$ cat config.mk
export PLATFORM = sky130hd
export DESIGN_NAME = rd_port_scheduler
export DESIGN_NICKNAME = d
export VERILOG_FILES = /design/src/rtl/rd_port_scheduler_pkg.sv /design/src/rtl/rd_port_scheduler_arb.sv /design/src/rtl/rd_port_scheduler.sv
export SDC_FILE = /design/constraint.sdc
export NUM_CORES = 1
export LEC_CHECK = 0
export BUFFER_PORTS_ARGS = -buffer_cell sky130_fd_sc_hd__buf_2
export CORE_AREA = 2 2 487 489
export DETAILED_ROUTE_END_ITERATION = 7
export DIE_AREA = 0 0 489 491
export GPL_TIMING_DRIVEN = 0
export SYNTH_ARGS = -nofsm -noshare
export SYNTH_HDL_FRONTEND = slang
export SYNTH_SLANG_ARGS = --single-unit
export TNS_END_PERCENT = 20
$ cat constraint.sdc
create_clock -name clk -period 23.7 [get_ports clk]
set_clock_uncertainty 0.2 [all_clocks]
set_input_delay 4.74 -clock clk [delete_from_list [all_inputs] [get_ports clk]]
set_output_delay 4.74 -clock clk [all_outputs]
set_load 0.02 [all_outputs]
$ cat src/rtl/rd_port_scheduler_pkg.sv
// Shared definitions for the read-port scheduler and the engines that build its metadata.
// Metadata layout: requester id in the MSBs, requester tag in the remaining LSBs.
package rd_port_scheduler_pkg;

  typedef enum logic [1:0] {
    ST_IDLE  = 2'd0,
    ST_RUN   = 2'd1,
    ST_DRAIN = 2'd2
  } sched_state_t;

  // Tag width left over once the requester id has taken its MSBs.
  function automatic int mdata_tagw(input int mdata, input int nreq);
    return mdata - $clog2(nreq);
  endfunction

  localparam int DEF_MDATA = 14;
  localparam int DEF_NREQ  = 4;
  localparam int DEF_IDW   = $clog2(DEF_NREQ);
  localparam int DEF_TAGW  = DEF_MDATA - DEF_IDW;

  typedef struct packed {
    logic [DEF_IDW-1:0]  id;
    logic [DEF_TAGW-1:0] tag;
  } mdata_t;

endpackage

$ cat src/rtl/rd_port_scheduler_arb.sv
// Combinational round-robin arbiter: first requester strictly after ptr wins, wrapping.
module rr_arbiter #(
  parameter int NREQ = 4,
  parameter int IDW  = $clog2(NREQ)
) (
  input  logic [NREQ-1:0] req,
  input  logic [IDW-1:0]  ptr,
  output logic [NREQ-1:0] grant
);

  logic [IDW-1:0] idx;
  logic           found;

  // NREQ is a power of two, so ptr + k wraps naturally; k == NREQ revisits ptr last.
  always_comb begin
    grant = '0;
    found = 1'b0;
    idx   = '0;
    for (int k = 1; k <= NREQ; k++) begin
      idx = ptr + IDW'(k);
      if (!found && req[idx]) begin
        grant[idx] = 1'b1;
        found      = 1'b1;
      end
    end
  end

endmodule

$ cat src/rtl/rd_port_scheduler.sv
// Shares one read request/response port among NREQ requesters: round-robin issue (1 cycle),
// id-based response routing (1 cycle), outstanding-read limit, drain control and stray-response flag.
module rd_port_scheduler
  import rd_port_scheduler_pkg::*;
#(
  parameter int ADDR_LMT    = 20,
  parameter int MDATA       = 14,
  parameter int CACHE_WIDTH = 512,
  parameter int NREQ        = 4,
  parameter int MAX_OUT     = 16
) (
  input  logic                                  clk,
  input  logic                                  rst,
  input  logic [NREQ-1:0]                       req_valid,
  input  logic [NREQ*ADDR_LMT-1:0]              req_addr,
  input  logic [NREQ*mdata_tagw(MDATA,NREQ)-1:0] req_tag,
  output logic [NREQ-1:0]                       req_ready,
  output logic [ADDR_LMT-1:0]                   rd_req_addr,
  output logic [MDATA-1:0]                      rd_req_mdata,
  output logic                                  rd_req_en,
  input  logic                                  rd_req_almostfull,
  input  logic                                  rd_rsp_valid,
  input  logic [MDATA-1:0]                      rd_rsp_mdata,
  input  logic [CACHE_WIDTH-1:0]                rd_rsp_data,
  output logic [NREQ-1:0]                       rsp_valid,
  output logic [mdata_tagw(MDATA,NREQ)-1:0]     rsp_tag,
  output logic [CACHE_WIDTH-1:0]                rsp_data,
  input  logic                                  drain,
  output logic                                  idle,
  output logic [$clog2(MAX_OUT):0]              outstanding,
  output logic                                  err
);

  localparam int IDW  = $clog2(NREQ);
  localparam int TAGW = mdata_tagw(MDATA, NREQ);
  localparam int CW   = $clog2(MAX_OUT) + 1;

  sched_state_t    state;
  logic [IDW-1:0]  ptr;
  logic [NREQ-1:0] grant;
  logic            eligible;
  logic            accept;
  logic [IDW-1:0]  gid;
  logic [ADDR_LMT-1:0] sel_addr;
  logic [TAGW-1:0] sel_tag;
  logic [IDW-1:0]  rsp_id;

  rr_arbiter #(.NREQ(NREQ), .IDW(IDW)) u_arb (
    .req   (req_valid),
    .ptr   (ptr),
    .grant (grant)
  );

  assign eligible = (state != ST_DRAIN) && !drain && !rd_req_almostfull &&
                    (outstanding < CW'(MAX_OUT));
  assign req_ready = eligible ? grant : '0;
  assign accept    = |(req_valid & req_ready);
  assign rsp_id    = rd_rsp_mdata[MDATA-1 -: IDW];
  assign idle      = ((state == ST_IDLE) || (state == ST_DRAIN)) && (outstanding == '0);

  always_comb begin
    gid      = '0;
    sel_addr = '0;
    sel_tag  = '0;
    for (int i = 0; i < NREQ; i++) begin
      if (grant[i]) begin
        gid      = IDW'(i);
        sel_addr = req_addr[i*ADDR_LMT +: ADDR_LMT];
        sel_tag  = req_tag[i*TAGW +: TAGW];
      end
    end
  end

  always_ff @(posedge clk or posedge rst) begin
    if (rst) begin
      state        <= ST_IDLE;
      ptr          <= IDW'(NREQ - 1);
      outstanding  <= '0;
      err          <= 1'b0;
      rd_req_en    <= 1'b0;
      rd_req_addr  <= '0;
      rd_req_mdata <= '0;
    end else begin
      rd_req_en <= accept;
      if (accept) begin
        ptr          <= gid;
        rd_req_addr  <= sel_addr;
        rd_req_mdata <= {gid, sel_tag};
      end
      // A response with nothing outstanding is a protocol error; the counter never underflows.
      if (accept && !rd_rsp_valid) begin
        outstanding <= outstanding + CW'(1);
      end else if (!accept && rd_rsp_valid) begin
        if (outstanding == '0) err <= 1'b1;
        else                   outstanding <= outstanding - CW'(1);
      end
      case (state)
        ST_IDLE:  if (|req_valid && !drain) state <= ST_RUN;
        ST_RUN:   if (drain) state <= ST_DRAIN;
        ST_DRAIN: if ((outstanding == '0) && !drain) state <= ST_IDLE;
        default:  state <= ST_IDLE;
      endcase
    end
  end

  always_ff @(posedge clk or posedge rst) begin
    if (rst) begin
      rsp_valid <= '0;
      rsp_tag   <= '0;
      rsp_data  <= '0;
    end else begin
      rsp_valid <= '0;
      if (rd_rsp_valid) begin
        rsp_valid[rsp_id] <= 1'b1;
        rsp_tag           <= rd_rsp_mdata[TAGW-1:0];
        rsp_data          <= rd_rsp_data;
      end
    end
  end

endmodule

### After elaboration in Yosys (flattened, before gate mapping)

Index checks and enable logic that the tools add are counted.

| cells by class | value |
|---|---|
| add/subtract/negate cells | 5 |
| order comparisons | 11 |
| equal/unequal tests | 7 |
| muxes and demuxes | 45 |
| bitwise operators | 5 |
| reduce and logical (&&, ||, !) cells | 32 |

Operator list:

| cell | count |
|---|---|
| two-way mux 20 bit | 4 |
| two-way mux 12 bit | 4 |
| two-way mux 4 bit | 6 |
| logical AND 1 bit | 16 |
| < comparator 2 x 3 -> 1 bit, second input constant | 5 |
| two-way mux 5 bit | 3 |
| two-way mux 1 bit | 13 |
| bitwise OR 4 bit | 3 |
| demux 1 bit (select 2 bit) | 5 |
| >= comparator 2 x 1 -> 1 bit, second input constant | 5 |
| two-way mux 2 bit | 5 |
| binary-select mux 1 bit (select 2 bit) | 4 |
| OR reduction 4 bit | 2 |
| zero test 1 bit | 7 |
| inequality test 2 x 1 -> 1 bit, second input constant | 3 |
| case mux 2 bit (3 select lines) | 1 |
| AND reduction 3 bit | 2 |
| adder 5 x 1 -> 5 bit, second input constant | 1 |
| zero test 5 bit | 1 |
| < comparator 5 bit, second input constant | 1 |
| subtractor 5 x 1 -> 5 bit, second input constant | 1 |
| adder 2 bit, second input constant | 2 |
| bitwise AND 4 bit | 1 |
| inequality test 2 bit, second input constant | 2 |
| 8 further kinds | 8 |

| storage, ports and cells | value |
|---|---|
| register bits after elaboration | 573 |
| bits of input ports | 663 |
| output and inout bits | 574 |
| logic and storage cells | 115 |

### Longest topological paths before layout

| logic depth | value |
|---|---|
| depth after elaboration | 20 |
| depth in mapped cells | 17 |

### Modules after synthesis

A second synthesis with hierarchy kept.

| second synthesis, totals | value |
|---|---|
| cell total of the unflattened synthesis | 1451 |
| area total of the unflattened synthesis | 22816.9 um^2 |

By module, submodules not included:

| module | instances | cells each | area each (um^2) | sequential area each (um^2) |
|---|---|---|---|---|
| rd_port_scheduler | 1 | 1413 | 22459.0 | 14341.3 |
| rr_arbiter | 1 | 38 | 357.8 | 0.0 |

### Worst setup path after synthesis

No wires, ideal clock.

| path | value |
|---|---|
| path kind | in2out |
| start point | input req_valid[1] |
| end point | output req_ready[3] |
| data arrival time | 6.584 ns |
| required time | 18.760 ns |
| setup slack | 12.176 ns |
| stages | 6 |
| buffers on the path | 2 |
| cell sequence | mux4_2 or4b_1 and3_1 clkbuf_1 clkbuf_1 nor2_1 |

| between the ends | value |
|---|---|
| longest elaborated chain between the ends | 13 |
| elaborated cells between the ends (all ways) | 25 |
| classes of those cells | mux: 16; bitwise: 3; reduce/logical: 6 |

RTL lines:

| element | RTL line | source |
|---|---|---|
| start, declared | rd_port_scheduler.sv:14 | `input logic [NREQ-1:0] req_valid,` |
| binary-select mux 1 bit (select 2 bit) | rd_port_scheduler_arb.sv:21 | `if (!found && req[idx]) begin` |
| two-way mux 1 bit (implied by the code) | rd_port_scheduler_arb.sv:21 |  |
| two-way mux 1 bit | rd_port_scheduler_arb.sv:21 |  |
| zero test 1 bit | rd_port_scheduler_arb.sv:21 |  |
| logical AND 1 bit | rd_port_scheduler_arb.sv:21 |  |
| two-way mux 1 bit | rd_port_scheduler_arb.sv:21 |  |
| zero test 1 bit | rd_port_scheduler_arb.sv:21 |  |
| logical AND 1 bit | rd_port_scheduler_arb.sv:21 |  |
| two-way mux 1 bit | rd_port_scheduler_arb.sv:21 |  |
| zero test 1 bit | rd_port_scheduler_arb.sv:21 |  |
| logical AND 1 bit | rd_port_scheduler_arb.sv:21 |  |
| two-way mux 4 bit * | rd_port_scheduler_arb.sv:21 |  |
| two-way mux 4 bit * | rd_port_scheduler.sv:56 | `assign req_ready = eligible ? grant : '0;` |
| end, declared | rd_port_scheduler.sv:17 | `output logic [NREQ-1:0] req_ready,` |

Every way passes the cells marked *; elsewhere a longest branch is shown, timed or not. The select of a mux whose other input is x is not followed.

### Final worst setup path

| path | value |
|---|---|
| start point | input req_valid[1] |
| end point | output req_ready[2] |

The elaborated chain is that of the path after synthesis.

==> qor.yml <==
run:
  max-cap-violations: 0
sta:
  fmax_mhz: 79.6
  period_share_pct: 53.0
  period_minus_slack_ns: 12.56
  tightest_slew_ns: 1.21
  rsz0062_at_grt: "no"
  hold_viol: 0
  slew-limit-headroom_pct: 19.6
  finalMaxSlewViolations: 0
  setup_violations: 0
  finalSetupTns_ns: 0
run_status:
  status: "finished clean"
die:
  die_h_um: 491
  io_pins: 1237
  die-area_um2: 240000
  fp.dieW_um: 489
  rows: 178
  start_util_pct: 9.74
  core_region_area_um2: 235000
cells_and_area:
  drive_gt1_share_pct: 69.9
  syn2layout_area_growth_pct: 56.6
  nets: 3456
  fin_cells: 6024
logic_synthesis:
  synth_top_cell_area_share_pct: 62.5
  syn_nets: 2139
  synth_area_um2: 22900
  syn-mean-instance-area_um2: 15.6
  synth.area.top_cells: "dfrtp_1, mux2_2, a221oi_2, o31ai_2, a21o_1"
  ys_warn_count: 0
  synth-edff-count: 0
  ys_seq_area_share_pct: 62.8
  synthArstFlopShare_pct: 100
  ys.flop_type: "dfrtp_1"
  synthDistinctLibCells: 52
  synth_seq_cells: 573
  yosys.area.top_type: "dfrtp_1"
  syn_inst: 1462
critical_path:
  worstSetupPathType: "input pin to output port"
  r2r_cells: 14
  start_kind: "input pin"
  crit_path_end_kind: "output port"
  crit_fanout: 10
  reg2reg_slack_ns: 19.09
  cp.arrival_ns: 7.62
  reg2reg_to: "outstanding[4]$_DFFE_PP0P_"
  critPathRequiredTime_ns: 18.76
  regToRegStartpoint: "ptr[0]$_DFFE_PP1N_"
global_route:
  grt_first_pass_wirelength_um: 214000
  gr-usage-all-layers_pct: 14.0
  grt_max_degree: 125
  grt_pass1_vias: 19500
  grt_antenna_before_repair: 128
  gr-total-overflow: 0
clocking:
  cts.sinks: 573
  cts_tree: "yes"
  cts-root-buf: "clkbuf_16"
  clk_pin_slew_ns: 0.07
  post_cts_resize_count: 0
  clock_latency_ns: 0.70
  clock_path_buffers: 3
  htree_num_levels: 3
  numCtsBuffers: 74
  hold_buffers: 0
  cts_setup_buffers: 0
drt:
  vias: 19100
  drtPass1Iterations: 5
  antenna_left: 0
  avgRoutedWirePerCell_um: 29.0
  drt_iter0_drc: 1116
  routed_wl_um: 174000
  vias_per_cell: 3.16
  drc_errors: 0
power_and_ir_drop:
  cellPowerDensity_nw_per_um2: 97.8
  p_leak_nw: 16.2
  ir_worst_vdd_v: 0.0000519
hold_path:
  hold_end: "err$_DFFE_PP0P_"
  hold_class: "flop to flop"
  hold_depth: 1
  hold_path_startpoint: "err$_DFFE_PP0P_"
place:
  io_buffers: 1236
  place.gp.congestion: 0.941
  dp_hpwl_um: 155000
  dp_cells: 5853
==> placed cells by master (no fill, tap or decap), types with 6 or more instances in the layout <==
cell	Yosys	layout
buf_2	2	1238
dfrtp_1	571	571
mux2_2	524	524
clkbuf_1	69	77
clkbuf_16	0	75
nand2_1	48	48
nor2_1	42	42
diode_2	0	37
a21o_1	35	35
o31ai_2	32	32
a221oi_2	30	30
clkinv_2	0	14
ha_1	13	13
clkbuf_8	0	12
inv_1	12	11
bufinv_16	0	7
o21ai_0	6	6
==> worst max path at each step <==
stage | startpoint | endpoint | slack [ns] | depth (start not counted)
2_1_floorplan | rst | err$_DFFE_PP0P_ | 2.73 | 1
3_3_place_gp | rst | rsp_data[83]$_DFFE_PP0P_ | -4.92 | 2
3_5_place_dp | req_valid[1] | req_ready[2] | 11.22 | 7
4_1_cts | req_valid[1] | req_ready[2] | 11.21 | 7
5_1_grt | req_valid[1] | req_ready[2] | 11.18 | 7
6_report | req_valid[1] | req_ready[2] | 11.14 | 7
==> state kept, by name, summed over array words and instances, names as in the netlist <==
| name | count |
|---|---|
| rsp_data | 512 |
| rd_req_addr | 20 |
| rd_req_mdata | 14 |
| rsp_tag | 12 |
| outstanding | 5 |
| rsp_valid | 4 |
| ptr | 2 |
| state | 2 |
| err | 1 |
| rd_req_en | 1 |
==> worst max-delay path, cell delays in order <==
cell and delay, ns:
buf_2 0.21, mux4_2 0.61, or4b_1 0.56, nand3_2 0.32, clkbuf_1 0.66, and2_1 0.31
buf_2 0.20
==> synthesized netlist by cell type, drive strengths merged (3+ instances only) <==
library cell	count
a21o	35
ha	13
o31ai	32
inv	14
a31oi	4
xor2	3
nor2	44
dfrtp	571
mux2	524
nor3b	3
and3	4
buf	14
nand2	48
a21oi	3
o21a	4
nand3b	3
or4b	4
a221oi	32
o21ai	11
clkbuf	69
==> cell families (layout without fill, tap and decap cells) <==
family                     count (synthesis)  count (layout)  synth area share (%)
xor gates and xnor gates                   5               5                 0.192
buffers and inverters                     97            1472                  1.85
other                                      0              37                     0
AOI/OAI and AO/OA                        127             127                  5.80
adders and majority gates                 14              14                 0.799
and+or+nand+nor                          120             120                  2.58
DFF                                      573             573                  62.8
muxes                                    526             526                  26.0
==> per-stage QoR <==
stage | hold WS [ns] | util [%] | setup slack (ns) | total power [mW] | area, µm²
detailed placement | 0.245 | 14.1 | 11.22 | 2.33 | 33100
CTS | 0.259 | 15.2 | 11.21 | 3.56 | 35700
floorplan | 0.215 | - | 2.73 | 1.79 | 22900
finish | 0.261 | 15.3 | 11.14 | 3.50 | 35800
global route | 0.274 | 15.2 | 11.18 | 3.67 | 35700
global placement | 0.235 | 14.1 | -4.92 | 2.32 | 33000
==> layer usage <==
metal  wire length, µm  vias to the layer above  GRT usage (%)
met2             73300                     1221           20.9
met1             62100                     9554           14.4
met4              7560                       34           5.27
met5               221                        -              0
li1                  -                     7940              -
met3             31300                      314           11.1
==> layout make-up <==
class | count | area, µm²
Sequential cell | 573 | 14300
Clock buffer | 97 | 2080
Tap cell | 3150 | 3940
Buffer | 83 | 373
Inverter | 14 | 60.1
Fill cell | 26300 | 199000
Multi-Input combinational cell | 792 | 8090
Clock inverter | 37 | 489
Antenna cell | 37 | 92.6
Timing Repair Buffer | 1241 | 6320
==> where the power goes <==
part | switching (mW) | internal [mW]
Combinational | 0.739 | 0.379
Sequential | 0.0748 | 1.10
Clock | 0.502 | 0.703
(Power assumes the default switching activity.)
